`src/rtl/seq_restoring_divider_pkg.sv`:
```
`default_nettype none
// ============================================================================
// Module   : arith_pkg
// Purpose  : Shared constants and types for the sequential restoring divider
//            and its carry-select subtractor.
// Contents : c_def_width  - default operand/result width
//            c_cnt_w      - step counter width for the default width
//            c_st_*       - 2-bit FSM state encodings (IDLE/RUN/DONE)
//            state_t      - FSM state type built on the encodings above
//            cnt_width()  - counter width for an arbitrary operand width
// Revision : 1.0 - initial release
// ============================================================================
package arith_pkg;

    localparam int c_def_width = 8;
    localparam int c_cnt_w     = $clog2(c_def_width);

    localparam logic [1:0] c_st_idle = 2'd0;
    localparam logic [1:0] c_st_run  = 2'd1;
    localparam logic [1:0] c_st_done = 2'd2;

    typedef enum logic [1:0] {
        S_IDLE = c_st_idle,
        S_RUN  = c_st_run,
        S_DONE = c_st_done
    } state_t;

    // A one-bit operand still needs a one-bit counter.
    function automatic int cnt_width(input int w);
        return (w > 1) ? $clog2(w) : 1;
    endfunction

endpackage : arith_pkg
`default_nettype wire

```
`src/rtl/seq_restoring_divider_if.sv`:
```
`default_nettype none
// ============================================================================
// Module   : seq_restoring_divider_if
// Purpose  : Request/result bundle between a client and the divider.
// Signals  : start       - request a division (client -> divider)
//            dividend    - unsigned dividend, WIDTH bits
//            divisor     - unsigned divisor, WIDTH bits
//            busy        - division in progress (divider -> client)
//            done        - one-cycle completion pulse
//            quotient    - result quotient, held until next completion
//            remainder   - result remainder, held until next completion
//            div_by_zero - last division had a zero divisor
// Modports : master (client side), slave (divider side)
// Revision : 1.0 - initial release
// ============================================================================
interface seq_restoring_divider_if
    import arith_pkg::*;
#(
    parameter int WIDTH = c_def_width
) ();

    logic             start;
    logic [WIDTH-1:0] dividend;
    logic [WIDTH-1:0] divisor;
    logic             busy;
    logic             done;
    logic [WIDTH-1:0] quotient;
    logic [WIDTH-1:0] remainder;
    logic             div_by_zero;

    modport master (
        output start, dividend, divisor,
        input  busy, done, quotient, remainder, div_by_zero
    );

    modport slave (
        input  start, dividend, divisor,
        output busy, done, quotient, remainder, div_by_zero
    );

endinterface : seq_restoring_divider_if
`default_nettype wire

```
`src/rtl/seq_restoring_divider_csel_subtractor.sv`:
```
`default_nettype none
// ============================================================================
// Module   : csel_subtractor
// Purpose  : Combinational N-bit subtractor, diff = a - b computed as
//            a + ~b + 1. The lower half is a ripple chain; the upper half is
//            evaluated for both carry-in values and picked by the lower carry.
// Ports    : i_a      - minuend, N bits
//            i_b      - subtrahend, N bits
//            o_diff   - (a - b) mod 2^N
//            o_borrow - 1 when a < b (inverse of the final carry)
// Revision : 1.0 - initial release
// ============================================================================
module csel_subtractor #(
    parameter int N = 9
) (
    input  wire logic [N-1:0] i_a,
    input  wire logic [N-1:0] i_b,
    output logic      [N-1:0] o_diff,
    output logic              o_borrow
);

    localparam int c_lo = N / 2;
    localparam int c_hi = N - c_lo;

    logic [N-1:0]    w_nb;
    logic [c_lo:0]   w_c;
    logic [c_hi:0]   w_hi_c0;
    logic [c_hi:0]   w_hi_c1;
    logic [c_hi:0]   w_hi_sel;

    assign w_nb   = ~i_b;
    // The +1 of the two's complement enters as the ripple carry-in.
    assign w_c[0] = 1'b1;

    for (genvar gi = 0; gi < c_lo; gi++) begin : g_ripple
        assign o_diff[gi]  = i_a[gi] ^ w_nb[gi] ^ w_c[gi];
        assign w_c[gi + 1] = (i_a[gi] & w_nb[gi]) | (w_c[gi] & (i_a[gi] ^ w_nb[gi]));
    end

    // Both upper-half candidates settle in parallel with the ripple chain.
    assign w_hi_c0 = {1'b0, i_a[N-1:c_lo]} + {1'b0, w_nb[N-1:c_lo]};
    assign w_hi_c1 = {1'b0, i_a[N-1:c_lo]} + {1'b0, w_nb[N-1:c_lo]} + (c_hi + 1)'(1);

    assign w_hi_sel        = w_c[c_lo] ? w_hi_c1 : w_hi_c0;
    assign o_diff[N-1:c_lo] = w_hi_sel[c_hi-1:0];
    assign o_borrow        = ~w_hi_sel[c_hi];

endmodule : csel_subtractor
`default_nettype wire

```
`src/rtl/seq_restoring_divider.sv`:
```
`default_nettype none
// ============================================================================
// Module   : seq_restoring_divider
// Purpose  : Multi-cycle unsigned restoring divider, one quotient bit per
//            clock. quotient = dividend / divisor, remainder = dividend %
//            divisor. A zero divisor completes immediately with an all-ones
//            quotient, remainder = dividend and div_by_zero set.
// Ports    : clk  - rising-edge clock
//            rst  - asynchronous, active-high reset
//            bus  - slave side of seq_restoring_divider_if
//                   (start/dividend/divisor in; busy/done/results out)
// Revision : 1.0 - initial release
// ============================================================================
module seq_restoring_divider
    import arith_pkg::*;
#(
    parameter int WIDTH = c_def_width
) (
    input  wire logic               clk,
    input  wire logic               rst,
    seq_restoring_divider_if.slave  bus
);

    localparam int c_k_w = cnt_width(WIDTH);
    localparam logic [c_k_w-1:0] c_k_last = c_k_w'(WIDTH - 1);

    state_t             r_state;
    state_t             w_state_nxt;

    logic [WIDTH:0]     r_p;          // partial remainder
    logic [WIDTH-1:0]   r_q;          // dividend shifting out / quotient in
    logic [WIDTH-1:0]   r_divisor;
    logic [c_k_w-1:0]   r_k;

    logic [WIDTH-1:0]   r_quotient;
    logic [WIDTH-1:0]   r_remainder;
    logic               r_div_by_zero;

    logic [WIDTH:0]     w_t;
    logic [WIDTH:0]     w_d;
    logic               w_borrow;
    logic [WIDTH:0]     w_p_nxt;
    logic [WIDTH-1:0]   w_q_nxt;
    logic               w_last;
    logic               w_busy;
    logic               w_done;
    logic               w_unused;

    // ------------------------------------------------------------------
    // One restoring step: shift the next dividend bit into the partial
    // remainder and try to take the divisor out of it.
    // ------------------------------------------------------------------
    assign w_t = {r_p[WIDTH-1:0], r_q[WIDTH-1]};

    csel_subtractor #(
        .N (WIDTH + 1)
    ) u_sub (
        .i_a      (w_t),
        .i_b      ({1'b0, r_divisor}),
        .o_diff   (w_d),
        .o_borrow (w_borrow)
    );

    assign w_p_nxt = w_borrow ? w_t : w_d;
    assign w_q_nxt = {r_q[WIDTH-2:0], ~w_borrow};
    assign w_last  = (r_k == c_k_last);

    // P stays below the divisor, so its top bit (and the subtractor's top
    // result bit on a successful step) is always zero and never consumed.
    assign w_unused = &{1'b0, r_p[WIDTH], w_d[WIDTH]};

    // ------------------------------------------------------------------
    // FSM state register
    // ------------------------------------------------------------------
    always_ff @(posedge clk or posedge rst) begin
        if (rst) begin
            r_state <= S_IDLE;
        end else begin
            r_state <= w_state_nxt;
        end
    end

    // ------------------------------------------------------------------
    // FSM next state and status decode
    // ------------------------------------------------------------------
    always_comb begin
        w_state_nxt = r_state;
        w_busy      = 1'b0;
        w_done      = 1'b0;
        case (r_state)
            S_IDLE: begin
                if (bus.start) begin
                    w_state_nxt = (bus.divisor == '0) ? S_DONE : S_RUN;
                end
            end
            S_RUN: begin
                w_busy = 1'b1;
                if (w_last) begin
                    w_state_nxt = S_DONE;
                end
            end
            S_DONE: begin
                w_done      = 1'b1;
                w_state_nxt = S_IDLE;
            end
            default: begin
                w_state_nxt = S_IDLE;
            end
        endcase
    end

    // ------------------------------------------------------------------
    // Datapath registers
    // ------------------------------------------------------------------
    always_ff @(posedge clk or posedge rst) begin
        if (rst) begin
            r_p       <= '0;
            r_q       <= '0;
            r_divisor <= '0;
            r_k       <= '0;
        end else begin
            case (r_state)
                S_IDLE: begin
                    if (bus.start) begin
                        r_p       <= '0;
                        r_q       <= bus.dividend;
                        r_divisor <= bus.divisor;
                        r_k       <= '0;
                    end
                end
                S_RUN: begin
                    r_p <= w_p_nxt;
                    r_q <= w_q_nxt;
                    r_k <= r_k + c_k_w'(1);
                end
                default: begin
                end
            endcase
        end
    end

    // ------------------------------------------------------------------
    // Result registers: loaded on the edge that enters DONE, so they are
    // already valid in the done cycle and hold until the next completion.
    // ------------------------------------------------------------------
    always_ff @(posedge clk or posedge rst) begin
        if (rst) begin
            r_quotient    <= '0;
            r_remainder   <= '0;
            r_div_by_zero <= 1'b0;
        end else begin
            if ((r_state == S_IDLE) && bus.start && (bus.divisor == '0)) begin
                r_quotient    <= '1;
                r_remainder   <= bus.dividend;
                r_div_by_zero <= 1'b1;
            end else if ((r_state == S_RUN) && w_last) begin
                r_quotient    <= w_q_nxt;
                r_remainder   <= w_p_nxt[WIDTH-1:0];
                r_div_by_zero <= 1'b0;
            end
        end
    end

    assign bus.busy        = w_busy;
    assign bus.done        = w_done;
    assign bus.quotient    = r_quotient;
    assign bus.remainder   = r_remainder;
    assign bus.div_by_zero = r_div_by_zero;

endmodule : seq_restoring_divider
`default_nettype wire

```
`src/flat_wrapper.sv`:
```
// flat-port wrapper written by rule: the top's interface ports become plain ports
module seq_restoring_divider_flat import arith_pkg::*;
#(
    parameter int WIDTH = c_def_width
)
  (clk, rst, bus_start, bus_dividend, bus_divisor, bus_busy, bus_done, bus_quotient, bus_remainder, bus_div_by_zero);
  seq_restoring_divider_if #(.WIDTH(WIDTH)) bus_i ();
  input  wire logic clk;
  input  wire logic rst;
  input wire logic [$bits(bus_i.start)-1:0] bus_start;
  input wire logic [$bits(bus_i.dividend)-1:0] bus_dividend;
  input wire logic [$bits(bus_i.divisor)-1:0] bus_divisor;
  output wire logic [$bits(bus_i.busy)-1:0] bus_busy;
  output wire logic [$bits(bus_i.done)-1:0] bus_done;
  output wire logic [$bits(bus_i.quotient)-1:0] bus_quotient;
  output wire logic [$bits(bus_i.remainder)-1:0] bus_remainder;
  output wire logic [$bits(bus_i.div_by_zero)-1:0] bus_div_by_zero;
  assign bus_i.start = bus_start;
  assign bus_i.dividend = bus_dividend;
  assign bus_i.divisor = bus_divisor;
  assign bus_busy = bus_i.busy;
  assign bus_done = bus_i.done;
  assign bus_quotient = bus_i.quotient;
  assign bus_remainder = bus_i.remainder;
  assign bus_div_by_zero = bus_i.div_by_zero;
  seq_restoring_divider #(.WIDTH(WIDTH)) u_core (.clk(clk), .rst(rst), .bus(bus_i));
endmodule
```
`config.mk`:
```
export PLATFORM = sky130hd
export DESIGN_NAME = seq_restoring_divider_flat
export DESIGN_NICKNAME = d
export VERILOG_FILES = /design/src/rtl/seq_restoring_divider_pkg.sv /design/src/rtl/seq_restoring_divider_if.sv /design/src/rtl/seq_restoring_divider_csel_subtractor.sv /design/src/rtl/seq_restoring_divider.sv /design/src/flat_wrapper.sv
export SDC_FILE = /design/constraint.sdc
export NUM_CORES = 1
export LEC_CHECK = 0
export ABC_AREA = 0
export ABC_CLOCK_PERIOD_IN_PS = 4200
export CORE_AREA = 2 2 74 76
export DETAILED_ROUTE_END_ITERATION = 16
export DIE_AREA = 0 0 76 78
export PLACE_DENSITY = 0.74
export SKIP_CTS_REPAIR_TIMING = 1
export SYNTH_ARGS = -nofsm -noshare
export SYNTH_HDL_FRONTEND = slang
export SYNTH_SLANG_ARGS = --single-unit
```
`constraint.sdc`:
```
create_clock -name clk -period 4.2 [get_ports clk]
set_clock_uncertainty 0.05 [all_clocks]
set_input_delay 0.42 -clock clk [delete_from_list [all_inputs] [get_ports clk]]
set_output_delay 0.42 -clock clk [all_outputs]
set_load 0.005 [all_outputs]
```
* Word level (Yosys, flattened, before mapping)
Cells that the tools add are included.
** Storage, ports and cells
- RAM bits :: 0
- Flip-flop bits (word level) :: 46
- Bits of input ports :: 19
- Memory bits (read-only) :: 0
- Bits in latches :: 0
- Memories :: 0
** Cells by class
- Bitwise gates (word level) :: 20
- Order comparisons :: 0
- Reductions and logical operators :: 10
- Shift-type cells :: 0
- Multiplexer cells :: 20
- Add/sub/neg operators :: 3
- Divide/modulo/power cells :: 0
- Eq/ne operators :: 5
- $mul :: 0
** Operator list (number)
- $mux W8 :: 7
- $pmux W8 S2 :: 2
- $not A8 Y9 :: 1
- $logic_not A8 Y1 :: 1
- $and A1 B1 Y1 :: 7
- $xor A1 B1 Y1 :: 7
- $add A5 B5 Y6 :: 1
- $add A6 B1 Y6 const B :: 1
- $mux W2 :: 3
- $mux W6 :: 1
- $pmux W3 S2 :: 1
- $reduce_and A2 Y1 :: 3
- $mux W1 :: 4
- $or A1 B1 Y1 :: 4
- $pmux W2 S2 :: 1
- $reduce_bool A2 Y1 :: 2
- $add A3 B1 Y3 const B :: 1
- $eq A3 B3 Y1 const B :: 1
- $logic_and A1 B1 Y1 :: 3
- $mux W3 :: 1
- $eq A2 B1 Y1 const B :: 1
- $eq A2 B2 Y1 const B :: 1
- $logic_not A2 Y1 :: 1
- $ne A2 B1 Y1 const B :: 1
- 2 further kinds :: 2

* Longest topological paths before layout
- Depth in word-level cells :: 13
- Mapped depth :: 13
- Mapped depth without buffers :: 12

* By module
Synthesis repeated with hierarchy kept, for this count alone.
** Unflattened totals
- Cell total of the unflattened synthesis :: 235
- Area total of the unflattened synthesis :: 2512.4 µm²
** By module, submodules not included
- seq_restoring_divider :: times used 1, area each 2108.3 µm², cells each 183, sequential area each 1151.1 µm²
- csel_subtractor :: times used 1, area each 404.1 µm², cells each 52, sequential area each 0.0 µm²

* Worst setup path after synthesis
OpenSTA, ideal clock, no wires.
- Kind :: register -> register
- From :: reg u_core.r_divisor[0]
- To :: reg u_core.r_remainder[0] (netlist: u_core.bus.remainder[0])
- Stages on the path, launching flop included :: 13
- Clock period less this slack :: 2.959 ns
- Slack :: 1.241 ns
- Setup time :: 0.095 ns
- Required time :: 4.055 ns
- Arrival time :: 2.813 ns
- Cells stage by stage :: dfrtp_1 -> ha_1 -> inv_1 -> fa_1 -> fa_1 -> inv_1 -> fa_1 -> nor2b_1 -> nand3_2 -> or4_1 -> buf_2 -> and4_4 -> o31ai_1
** On the way
- Longest elaborated chain between the ends :: 13
- Elaborated cells between the ends (all ways) :: 15
** RTL lines
- start: declaration :: line seq_restoring_divider.sv:32 : logic [WIDTH-1:0] r_divisor;
- start signal: assignment :: line seq_restoring_divider.sv:127 : r_divisor <= bus.divisor;
- $not A8 Y9 * :: line seq_restoring_divider_csel_subtractor.sv:31 : assign w_nb = ~i_b;
- $and A1 B1 Y1 / $xor A1 B1 Y1 (equally long branches) :: line seq_restoring_divider_csel_subtractor.sv:37, seq_restoring_divider_csel_subtractor.sv:36
- $or A1 B1 Y1 :: line seq_restoring_divider_csel_subtractor.sv:37 : assign w_c[gi + 1] = (i_a[gi] & w_nb[gi]) | (w_c[gi] & (i_a[gi] ^ w_nb[gi]));
- $and A1 B1 Y1 :: line seq_restoring_divider_csel_subtractor.sv:37
- $or A1 B1 Y1 :: line seq_restoring_divider_csel_subtractor.sv:37
- $and A1 B1 Y1 :: line seq_restoring_divider_csel_subtractor.sv:37
- $or A1 B1 Y1 :: line seq_restoring_divider_csel_subtractor.sv:37
- $and A1 B1 Y1 :: line seq_restoring_divider_csel_subtractor.sv:37
- $or A1 B1 Y1 :: line seq_restoring_divider_csel_subtractor.sv:37
- $mux W6 :: line seq_restoring_divider_csel_subtractor.sv:44 : assign w_hi_sel = w_c[c_lo] ? w_hi_c1 : w_hi_c0;
- $mux W8 * :: line seq_restoring_divider.sv:64 : assign w_p_nxt = w_borrow ? w_t : w_d;
- $mux W8 * :: line seq_restoring_divider.sv:156 : end else if ((r_state == S_RUN) && w_last) begin
- $mux W8 * :: line seq_restoring_divider.sv:152 : if ((r_state == S_IDLE) && bus.start && (bus.divisor == '0)) begin
- end signal: assignment :: line seq_restoring_divider.sv:154 : r_remainder <= bus.dividend;
- end signal: assignment :: line seq_restoring_divider.sv:158 : r_remainder <= w_p_nxt[WIDTH-1:0];
- end: declaration :: line seq_restoring_divider.sv:36 : logic [WIDTH-1:0] r_remainder;
Every way passes the cells marked *; elsewhere a longest branch is shown, timed or not. The select of a mux whose other input is x is not followed.
A chain may end at the register's enable or synchronous reset.

* Worst setup path in the final report
- From :: reg u_core.r_q[7]
- To :: reg u_core.r_p[4]
** On the way
- Longest elaborated chain between the ends :: 11
- Elaborated cells between the ends (all ways) :: 12
** RTL lines
- start: declaration :: line seq_restoring_divider.sv:31 : logic [WIDTH-1:0] r_q;
- start signal: assignment :: line seq_restoring_divider.sv:126 : r_q <= bus.dividend;
- start signal: assignment :: line seq_restoring_divider.sv:133 : r_q <= w_q_nxt;
- $and A1 B1 Y1 / $xor A1 B1 Y1 (equally long branches) :: line seq_restoring_divider_csel_subtractor.sv:37
- $or A1 B1 Y1 * :: line seq_restoring_divider_csel_subtractor.sv:37
- $and A1 B1 Y1 * :: line seq_restoring_divider_csel_subtractor.sv:37
- $or A1 B1 Y1 * :: line seq_restoring_divider_csel_subtractor.sv:37
- $and A1 B1 Y1 * :: line seq_restoring_divider_csel_subtractor.sv:37
- $or A1 B1 Y1 * :: line seq_restoring_divider_csel_subtractor.sv:37
- $and A1 B1 Y1 * :: line seq_restoring_divider_csel_subtractor.sv:37
- $or A1 B1 Y1 * :: line seq_restoring_divider_csel_subtractor.sv:37
- $mux W6 * :: line seq_restoring_divider_csel_subtractor.sv:44
- $mux W8 * :: line seq_restoring_divider.sv:64
- $pmux W8 S2 * :: line seq_restoring_divider.sv:122 : case (r_state)
- end signal: assignment :: line seq_restoring_divider.sv:132 : r_p <= w_p_nxt;
- end: declaration :: line seq_restoring_divider.sv:30 : logic [WIDTH:0] r_p;
Every way passes the cells marked *; elsewhere a longest branch is shown, timed or not.

==> results.json <==
{
  "fin_nets": 330,
  "cts_sinks": 46,
  "relSlewSlack": 0.377,
  "status": "finished clean",
  "postRouteAntennaNets": 0,
  "io_pins": 38,
  "drv_cap": 0,
  "grt_pass1_wl_microns": 10700,
  "synth_nets": 302,
  "setup_viol": 0,
  "start_util": 0.499,
  "report.final.slew_viol_count": 0,
  "drt_first_pass_iters": 5,
  "die_h_microns": 78,
  "finalWeightedCongestion": 0.886,
  "worst_slack_ns": 0.784,
  "drc": 0,
  "vias": 2219,
  "max_freq_ghz": 0.293,
  "peakVddDrop_v": 0.000421,
  "min_path_type": "flop to flop",
  "diodes": 0,
  "design_area_sq_um": 3020,
  "final_cell_mix": "46 x dfrtp_1, 45 x nand2_1, 37 x clkdlybuf4s50_1, 17 x nand3_1, 15 x nor2_1",
  "synth-edff-count": 0,
  "dr_wl_met2_microns": 2960,
  "regArea_sq_um": 1150,
  "cts_buffers": 5,
  "fill_cells": 452,
  "power_density_nw_per_um2": 890,
  "track_usage": 0.225,
  "synthArstFlopShare": 1.00,
  "startpoint_type": "flop",
  "drtIter0Drc": 193,
  "hold_viol_final": 0,
  "htreeDepth": 2,
  "avgSynthCellArea_sq_um": 9.29,
  "dp_hpwl_microns": 4410,
  "cp_max_fo": 11,
  "endpoint_kind": "flop",
  "multi_input_area_sq_um": 1240,
  "placed_cell_area_sq_um": 2930,
  "worstPathRequired_ns": 4.29,
  "p_leak_nw": 1.26,
  "clk_latency_ns": 0.30,
  "arrival_ns": 3.51,
  "min_period_ns": 3.42,
  "grt_antenna_before_repair": 0,
  "drive_gt1_frac": 0.0567,
  "met3_length_microns": 330,
  "drt-met1-wl_microns": 2710,
  "netlist_instances": 271,
  "grt_overflow": 0,
  "setup.worst_path.start": "u_core.r_q[7]$_DFFE_PP0P_",
  "area_growth_pct": 19.8,
  "clockBufferDepth": 2,
  "fin_crit_sh": 0.813,
  "synth_cell_type_count": 43,
  "worst_pin_slew_ns": 0.933,
  "dieWidth_microns": 76,
  "timing.rr.start": "u_core.r_q[7]$_DFFE_PP0P_",
  "cts_root_buffer": "clkbuf_8",
  "wl_microns": 6090,
  "holdCritStartpoint": "u_core.r_divisor[0]$_DFFE_PP0P_",
  "top_layer": "met4",
  "die_area_sq_um": 5930,
  "clkTransAtPathRegs_ns": 0.08,
  "grt_max_degree": 47,
  "final_cells": 370,
  "fin_tns_setup_ns": 0,
  "crit_type": "flop to flop",
  "ys_seq_area_frac": 0.457,
  "yosysWarnings": 0,
  "dpl_worst_slack_ns": 0.808,
  "viasPerCell": 6.00,
  "grt_setup_unrepaired": "false",
  "coreArea_sq_um": 5040,
  "yosys_most_used_dff": "dfrtp_1",
  "port_buffers": 37,
  "first_global_vias": 2115,
  "tritoncts": "done",
  "syn-cell-area_sq_um": 2520,
  "fp-row-count": 26,
  "layout_commonest_cell": "dfrtp_1",
  "synth-seq-cells": 46,
  "dpl.cell_count": 362,
  "post-route-util": 0.598,
  "wl_per_cell_microns": 16.4
}
-- flip-flops by register name (all words and copies together), names as in the netlist --
name / flops
u_core.r_q: 8
u_core.bus.remainder: 8
u_core.bus.div_by_zero: 1
u_core.bus.quotient: 8
u_core.r_p: 8
u_core.r_state: 2
u_core.r_k: 3
u_core.r_divisor: 8
-- worst paths after layout --
check	cells after the start	slack [ns]	endpoint
min in group asynchronous	2	0.60	u_core.bus.div_by_zero$_DFFE_PP0P_
min	2	0.45	u_core.r_divisor[0]$_DFFE_PP0P_
max reg2reg	12	0.78	u_core.r_p[4]$_DFFE_PP0P_
min reg2reg	2	0.45	u_core.r_divisor[0]$_DFFE_PP0P_
max in group asynchronous	2	2.92	u_core.bus.quotient[1]$_DFFE_PP0P_
max	12	0.78	u_core.r_p[4]$_DFFE_PP0P_
-- cell usage after synthesis, types with 6 or more instances --
cell type / number / area share
o21ai_0: 7 / 0.014
nand3_1: 17 / 0.034
ha_1: 8 / 0.040
inv_1: 14 / 0.021
nor2_1: 15 / 0.022
o311ai_0: 6 / 0.021
a31oi_1: 10 / 0.025
nand2_1: 45 / 0.067
clkbuf_1: 18 / 0.027
dfrtp_1: 46 / 0.46
a32oi_1: 8 / 0.028
nand4_1: 7 / 0.017
o22a_1: 8 / 0.028
o31ai_1: 6 / 0.018
-- power by group --
group	total, W	internal (W)	switching [W]
Clock	0.000262	0.000117	0.000145
Sequential	0.000831	0.000667	0.000164
Combinational	0.00159	0.000701	0.000889
Total	0.00268	0.00149	0.00120
-- cells by family after synthesis --
logic type,count (synthesis),synth area share
fa+ha+maj,12,0.0716
compound gates,62,0.183
buf+inv,34,0.0512
flops,46,0.457
mux,1,0.00447
simple gates,114,0.223
xor+xnor,2,0.00994
-- cell type report --
class | count | area share
Multi-Input combinational cell | 191 | 0.412
Clock buffer | 6 | 0.0241
Clock inverter | 2 | 0.00456
Tap cell | 70 | 0.0290
Sequential cell | 46 | 0.382
Timing Repair Buffer | 40 | 0.130
Inverter | 15 | 0.0187
-- critical path, cell delays in order (launching register included) --
cell	delay (ns)
dfrtp_1	0.38
inv_1	0.05
ha_1	0.16
inv_1	0.06
fa_1	0.17
fa_1	0.16
inv_1	0.05
fa_1	0.43
nor2b_1	0.32
and3_1	0.30
a21boi_1	0.22
nor3_1	0.70
o311ai_0	0.21
-- metrics by stage --
stage | total power (W) | hold WS (ns)
2_1_floorplan | 0.00191 | 0.402
3_3_place_gp | 0.00237 | 0.425
3_5_place_dp | 0.00241 | 0.434
4_1_cts | 0.00268 | 0.454
5_1_grt | 0.00294 | 0.463
6_report | 0.00268 | 0.451
-- metal layers --
layer  up-vias  global-route usage
met4         0              0.0673
li1       1048                   -
met5         -                   0
met2        65               0.368
met1      1096               0.303
met3        10              0.0512
No activity file was read; power rests on OpenSTA's default activity.
